$ cat src/rtl/friscv_mem_rd_arbiter.sv
// friscv_mem_rd_arbiter: merges the icache (s0) and dcache (s1) AXI read
// channels onto one memory read port and routes R bursts back in AR order.
//
// Ports:
//   aclk, srst          clock, synchronous active-high reset
//   s0_ar*, s0_r*       requester 0 (icache memctrl) AR / R channels
//   s1_ar*, s1_r*       requester 1 (dcache memctrl) AR / R channels
//   m_ar*, m_r*         shared memory AR / R channels
//   idle                no AR pending and no burst outstanding
//
// Configuration macro:
//   FRISCV_RDARB_RR_EN  defined: round-robin arbitration between s0/s1
//                       undefined: fixed priority, s1 always wins over s0
//
// An owner FIFO records which requester won each accepted AR. Memory
// returns bursts in AR order, so the FIFO head names the R destination.

module friscv_mem_rd_arbiter #(
   parameter int AXI_ADDR_W  = 32,
   parameter int AXI_ID_W    = 8,
   parameter int AXI_DATA_W  = 128,
   parameter int OSTDREQ_NUM = 8
) (
   input  logic                  aclk,
   input  logic                  srst,
   // requester 0 (icache)
   input  logic                  s0_arvalid,
   output logic                  s0_arready,
   input  logic [AXI_ADDR_W-1:0] s0_araddr,
   input  logic [7:0]            s0_arlen,
   input  logic [AXI_ID_W-1:0]   s0_arid,
   output logic                  s0_rvalid,
   input  logic                  s0_rready,
   output logic [AXI_ID_W-1:0]   s0_rid,
   output logic [1:0]            s0_rresp,
   output logic [AXI_DATA_W-1:0] s0_rdata,
   output logic                  s0_rlast,
   // requester 1 (dcache)
   input  logic                  s1_arvalid,
   output logic                  s1_arready,
   input  logic [AXI_ADDR_W-1:0] s1_araddr,
   input  logic [7:0]            s1_arlen,
   input  logic [AXI_ID_W-1:0]   s1_arid,
   output logic                  s1_rvalid,
   input  logic                  s1_rready,
   output logic [AXI_ID_W-1:0]   s1_rid,
   output logic [1:0]            s1_rresp,
   output logic [AXI_DATA_W-1:0] s1_rdata,
   output logic                  s1_rlast,
   // memory side
   output logic                  m_arvalid,
   input  logic                  m_arready,
   output logic [AXI_ADDR_W-1:0] m_araddr,
   output logic [7:0]            m_arlen,
   output logic [AXI_ID_W-1:0]   m_arid,
   input  logic                  m_rvalid,
   output logic                  m_rready,
   input  logic [AXI_ID_W-1:0]   m_rid,
   input  logic [1:0]            m_rresp,
   input  logic [AXI_DATA_W-1:0] m_rdata,
   input  logic                  m_rlast,
   // status
   output logic                  idle
);

   localparam int PW = $clog2(OSTDREQ_NUM);
   localparam logic [PW:0] PTR_ONE = {{PW{1'b0}}, 1'b1};

   typedef enum logic {
      ST_ARB,
      ST_LOCK
   } state_t;

   state_t                 state_q;
   state_t                 state_d;
   logic                   grant_q;
   logic                   grant_d;
   logic [PW:0]            wr_ptr_q;
   logic [PW:0]            wr_ptr_d;
   logic [PW:0]            rd_ptr_q;
   logic [PW:0]            rd_ptr_d;
   logic [OSTDREQ_NUM-1:0] owner_q;
   logic [OSTDREQ_NUM-1:0] owner_d;

   logic fifo_full;
   logic fifo_empty;
   logic head;
   logic arb_pick;
   logic sel;
   logic sel_vld;
   logic ar_go;
   logic ar_push;
   logic r_route;
   logic r_pop;

   // ---------------------------------------------------------------
   // Owner FIFO status
   // ---------------------------------------------------------------
   always_comb begin
      fifo_empty = (wr_ptr_q == rd_ptr_q);
      fifo_full  = (wr_ptr_q[PW] != rd_ptr_q[PW]) &&
                   (wr_ptr_q[PW-1:0] == rd_ptr_q[PW-1:0]);
      head       = owner_q[rd_ptr_q[PW-1:0]];
   end

   // ---------------------------------------------------------------
   // Winner choice while no grant is held
   // ---------------------------------------------------------------
`ifdef FRISCV_RDARB_RR_EN
   logic rr_q;
   logic rr_d;

   always_comb begin
      arb_pick = s1_arvalid;
      if (s0_arvalid && s1_arvalid) begin
         arb_pick = rr_q;
      end
   end

   // Priority moves to the requester that did not just win.
   always_comb begin
      rr_d = rr_q;
      if (ar_push) begin
         rr_d = ~sel;
      end
   end

   always_ff @(posedge aclk) begin
      if (srst) begin
         rr_q <= 1'b0;
      end else begin
         rr_q <= rr_d;
      end
   end
`else
   // s1 wins whenever it asks; s0 only when s1 is quiet.
   always_comb begin
      arb_pick = s1_arvalid;
   end
`endif

   // ---------------------------------------------------------------
   // AR path: selected requester straight through, no added latency
   // ---------------------------------------------------------------
   always_comb begin
      sel     = (state_q == ST_LOCK) ? grant_q : arb_pick;
      sel_vld = sel ? s1_arvalid : s0_arvalid;
      ar_go   = sel_vld && !fifo_full && !srst;
      ar_push = ar_go && m_arready;

      m_arvalid  = ar_go;
      m_araddr   = sel ? s1_araddr : s0_araddr;
      m_arlen    = sel ? s1_arlen  : s0_arlen;
      m_arid     = sel ? s1_arid   : s0_arid;
      s0_arready = ar_push && !sel;
      s1_arready = ar_push && sel;
   end

   // Hold the grant while an offered AR waits, so the memory side sees
   // a stable request until it is accepted.
   always_comb begin
      state_d = state_q;
      grant_d = grant_q;
      case (state_q)
         ST_ARB: begin
            if (ar_go && !m_arready) begin
               state_d = ST_LOCK;
               grant_d = sel;
            end
         end
         ST_LOCK: begin
            if (m_arready) begin
               state_d = ST_ARB;
            end
         end
         default: begin
            state_d = ST_ARB;
         end
      endcase
   end

   // ---------------------------------------------------------------
   // R path: FIFO head selects the destination requester
   // ---------------------------------------------------------------
   always_comb begin
      r_route   = !fifo_empty && !srst;
      s0_rvalid = m_rvalid && r_route && !head;
      s1_rvalid = m_rvalid && r_route && head;
      m_rready  = r_route && (head ? s1_rready : s0_rready);
      r_pop     = m_rvalid && m_rready && m_rlast;

      s0_rid   = m_rid;
      s0_rresp = m_rresp;
      s0_rdata = m_rdata;
      s0_rlast = m_rlast;
      s1_rid   = m_rid;
      s1_rresp = m_rresp;
      s1_rdata = m_rdata;
      s1_rlast = m_rlast;

      idle = srst || (!m_arvalid && fifo_empty);
   end

   // ---------------------------------------------------------------
   // Owner FIFO update; push and pop may happen in the same cycle
   // ---------------------------------------------------------------
   always_comb begin
      wr_ptr_d = wr_ptr_q;
      rd_ptr_d = rd_ptr_q;
      owner_d  = owner_q;
      if (ar_push) begin
         wr_ptr_d = wr_ptr_q + PTR_ONE;
         owner_d[wr_ptr_q[PW-1:0]] = sel;
      end
      if (r_pop) begin
         rd_ptr_d = rd_ptr_q + PTR_ONE;
      end
   end

   always_ff @(posedge aclk) begin
      if (srst) begin
         state_q  <= ST_ARB;
         grant_q  <= 1'b0;
         wr_ptr_q <= '0;
         rd_ptr_q <= '0;
      end else begin
         state_q  <= state_d;
         grant_q  <= grant_d;
         wr_ptr_q <= wr_ptr_d;
         rd_ptr_q <= rd_ptr_d;
      end
   end

   // Entries are only read between push and pop, so no reset needed.
   always_ff @(posedge aclk) begin
      owner_q <= owner_d;
   end

endmodule

$ cat config.mk
export PLATFORM = sky130hd
export DESIGN_NAME = friscv_mem_rd_arbiter
export DESIGN_NICKNAME = d
export VERILOG_FILES = /design/src/rtl/friscv_mem_rd_arbiter.sv
export SDC_FILE = /design/constraint.sdc
export NUM_CORES = 1
export LEC_CHECK = 0
export BUFFER_PORTS_ARGS = -buffer_cell sky130_fd_sc_hd__buf_2
export CAP_MARGIN = 0
export CORE_AREA = 8 8 216 218
export DETAILED_ROUTE_END_ITERATION = 10
export DIE_AREA = 0 0 224 226
export PLACE_DENSITY_LB_ADDON = 0.12
export SYNTH_ARGS = -nofsm -noshare
export SYNTH_HDL_FRONTEND = slang
export SYNTH_SLANG_ARGS = --single-unit
$ cat constraint.sdc
create_clock -name aclk -period 3.4 [get_ports aclk]
set_input_delay 0.17 -clock aclk [delete_from_list [all_inputs] [get_ports aclk]]
set_output_delay 0.17 -clock aclk [all_outputs]
set_load 0.1 [all_outputs]
==> results summary <==
The wire length after detailed routing came out at 14.3 mm. The routability-driven placement congestion ratio came out at 0.713. Setup slack on the worst reg-to-reg path comes out at 1.39 ns. The critical setup path kind is reg -> out. Port buffering added 161 buffers. Setup total negative slack on the finished layout was measured at 0 ns.

The count of clock tree sinks came out at 18. Setup violations remaining at the end of the flow were counted as 0. After detailed placement, the total cell area comes to 3180 µm². The maximum number of pins on one net before global-route repair is 45. The initial cell density of the core is 8.59%. The XOR/XNOR share of the synthesized area is 1.17%.

The cell sitting at the root of the clock tree is a clkbuf_16. The fraction of the mapped netlist area in compound gates came out at 3.62%. The kind of end point of the critical path is an output pin. Summing the areas of all and, or, nand and nor instances in the mapped netlist gives 7.48% of the synthesized area.

The final standard cell area without fillers came out at 3260 µm². The commonest cells after synthesis are buf_4 (278), mux2_2 (48), nor2_1 (14), dfxtp_1 (10), nand2_1 (10). The area added between synthesis and finish is -12.7%. After synthesis, the share of flip-flops with an asynchronous set or reset is 0%.

The insertion delay to the later sink of the worst-skew pair came out at 0.25 ns. The number of antenna diodes in the final layout is 0. The register area share after synthesis came out at 11.8%. The number of nets in the final layout came out at 563.

The signal on the critical path passes through mux2i_4, buf_12, mux2_2, buf_2. The final worst slack came out at 0.960 ns. The mux contribution to synthesized area came out at 17.7%. The total count of hold-check failures in the final report was 0.

The post-route minimum period came out at 2.44 ns. The die is 224 µm wide. Setup repair after global routing left no endpoint under its margin.

Summing all multi-input logic gate instances after layout gives 1160 µm². The count of nets left with antenna violations after detail routing is 0. The number of DRC markers after the initial detailed-route iteration is 114. Sorting the synthesized cells by area gives the leading types as buf_4 (56%), mux2_2 (14%), edfxtp_1 (6.4%).

The initial antenna violation count is 1. The number of global-route vias before repair is 2,605. The remaining global-route overflow is 0. The arrival time reported for the critical path endpoint is 2.27 ns.

The core outline area is 43,500 µm². The top cell type's share of synthesized area came out at 55.9%. The number of remaining DRC errors is 0.

After Yosys synthesis, full adders, half adders and majority gates account for 0.671% of the synthesized area. The Yosys step of the flow raised 0 warnings. The worst register-to-register path begins at rd_ptr_q[0]$_SDFFE_PP0P_. The full die area is 50,600 µm². The headroom to the max-slew limit is 64.5%. In the final routed layout, each cell accounts on average for 15.7 µm. The delay of the slowest cell on the worst path came out at 0.50 ns. The share of final-layout standard cells stronger than drive strength 1 came out at 71.6%. The mean number of vias per cell is 2.42. The main flop type after synthesis is dfxtp_1. By area, the combinational part of the netlist is dominated by buffers and inverters. The number of max-cap violations is 0. The count of state elements after synthesis is 18. The worst-case hold slack is 0.161 ns. The worst hold-check path type is in -> reg. The post-synthesis area per instance is 8.54 µm². Counting flops with a built-in enable in the synthesized netlist gives 8.

buf_4 takes more of the synthesized area than any other cell. The summed instance area of the synthesized netlist is 3730 µm². The number of fill cells in the layout is 5,119. The wire length of the first global-routing pass is 18.9 mm. The kind of start point of the critical path is a flop. The routed via count came out at 2,198. The peak supply drop is 113 µV. Timing analysis after detailed placement gives a worst setup slack of 1.17 ns. The length in cells of the worst reg-to-reg path came out at 5. The number of pins exceeding their max-slew limit in the final report came out at 0. After layout, the worst path uses 71.8% of the clock period.

The post-cts sizing count came out at 0. Counting instances, the worst hold path has a depth of 2. The slowest cell on the critical path is dfxtp_1.

The clock passes through at most 2 buffers. The number of standard cells after synthesis is 437. Pin placement for this block handled 576 I/O pins. The number of buffers added for setup after CTS is 0.

The achievable clock frequency is 410 MHz. The leakage power is 0.00127 µW. Yosys mapped the design onto 42 distinct sky130hd cell types. The number of hold buffers added after CTS came out at 0. The worst clock skew came out at 0.00543 ns. The initialized floorplan defines 77 standard-cell rows.

The total power density per cell area came out at 349 nW/µm². The highest fanout seen on the critical path came out at 44. Clock-pin slew was measured on the worst setup and hold paths at 0.06 ns.

The pre-antenna-repair detailed-routing pass consisted of 3 iterations. The total half-perimeter wirelength after legalization and detailed placement came out at 12.8 mm. The transition time of the tightest slew-check pin is 0.536 ns. The post-synthesis net count came out at 682.

The worst hold path terminates at state_q$_SDFF_PP0_. For the worst setup path, the data required time is 3.23 ns. The utilization after layout came out at 7.50%. The worst hold path startpoint is m_arready. The H-tree level count is 1. TritonCTS built the clock tree. The total area of sequential cells came out at 440 µm². buf_4 is the most common cell in the netlist.

The vertical extent of the die is 226 µm. The destination of the worst register-to-register timing path is rd_ptr_q[1]$_SDFFE_PP0P_. TritonCTS created 3 clock buffers. The overall routing resource usage is 5.10%. The run finished with clean final reports.
==> state kept, by name, summed over array words and instances (netlist names) <==
| register | count |
|---|---|
| owner_q | 8 |
| rd_ptr_q | 4 |
| grant_q | 1 |
| state_q | 1 |
| wr_ptr_q | 4 |
==> critical path, delay by kind of cell (launching register included) <==
kind / cells / cell delay, ns
buffers and inverters: 2 / 0.59
multiplexers: 2 / 0.88
flip-flops: 1 / 0.50
==> logic make-up (layout without fill, tap and decap cells) <==
group | count (synthesis) | after routing
flops | 18 | 18
fa+ha+maj | 2 | 2
simple gates | 48 | 48
buf+inv | 290 | 170
compound gates | 15 | 15
mux | 59 | 59
xor+xnor | 5 | 5
==> worst max path at each step <==
stage	slack, ns	startpoint	to	cells past startpoint
floorplan	0.69	state_q$_SDFF_PP0_	s0_arready	4
global placement	1.22	state_q$_SDFF_PP0_	m_arid[7]	4
detailed placement	1.17	state_q$_SDFF_PP0_	m_arid[7]	4
global route	0.84	state_q$_SDFF_PP0_	m_arid[7]	4
finish	0.96	state_q$_SDFF_PP0_	m_arid[7]	4
CTS	0.89	state_q$_SDFF_PP0_	m_arid[7]	4
==> placed cells by master (no fill, tap or decap), types with 2 or more instances in the layout <==
cell	n
nand2b_1	6
nor2_1	14
a21oi_1	4
mux2i_1	7
ha_1	2
xnor2_1	4
o21ai_1	2
mux2_2	48
edfxtp_1	8
nor3_1	3
buf_2	161
dfxtp_1	10
clkbuf_16	3
nand2_1	10
or2b_1	2
nor2b_1	3
inv_1	4
mux2_4	2
==> per-layer routing <==
metal,global-route usage [%],share of wire (%),vias to the layer above,wire (µm)
li1,-,-,895,-
met1,4.32,31,887,4390
met2,7.71,45,376,6370
met3,5.82,22,40,3160
met4,1.49,2.6,0,375
met5,0.293,0,-,0
==> metrics by stage <==
stage                     instances  total power [µW]
after detailed placement        905               905
after floorplan                 437              2290
final                           909              1140
after global placement          905               909
after global routing            909              1180
after CTS                       909              1150
==> report_power, final <==
group / switching (µW) / internal, µW
logic: 515 / 143
clock network: 86.3 / 157
registers: 5.42 / 230
==> layout make-up <==
| type | count | share of cell area (%) |
|---|---|---|
| Multi-Input combinational cell | 129 | 35.5 |
| Timing Repair Buffer | 162 | 25.3 |
| Inverter | 4 | 0.461 |
| Clock buffer | 3 | 2.30 |
| Tap cell | 592 | 22.7 |
| Sequential cell | 18 | 13.5 |
| Clock inverter | 1 | 0.115 |
(Power assumes the default switching activity.)
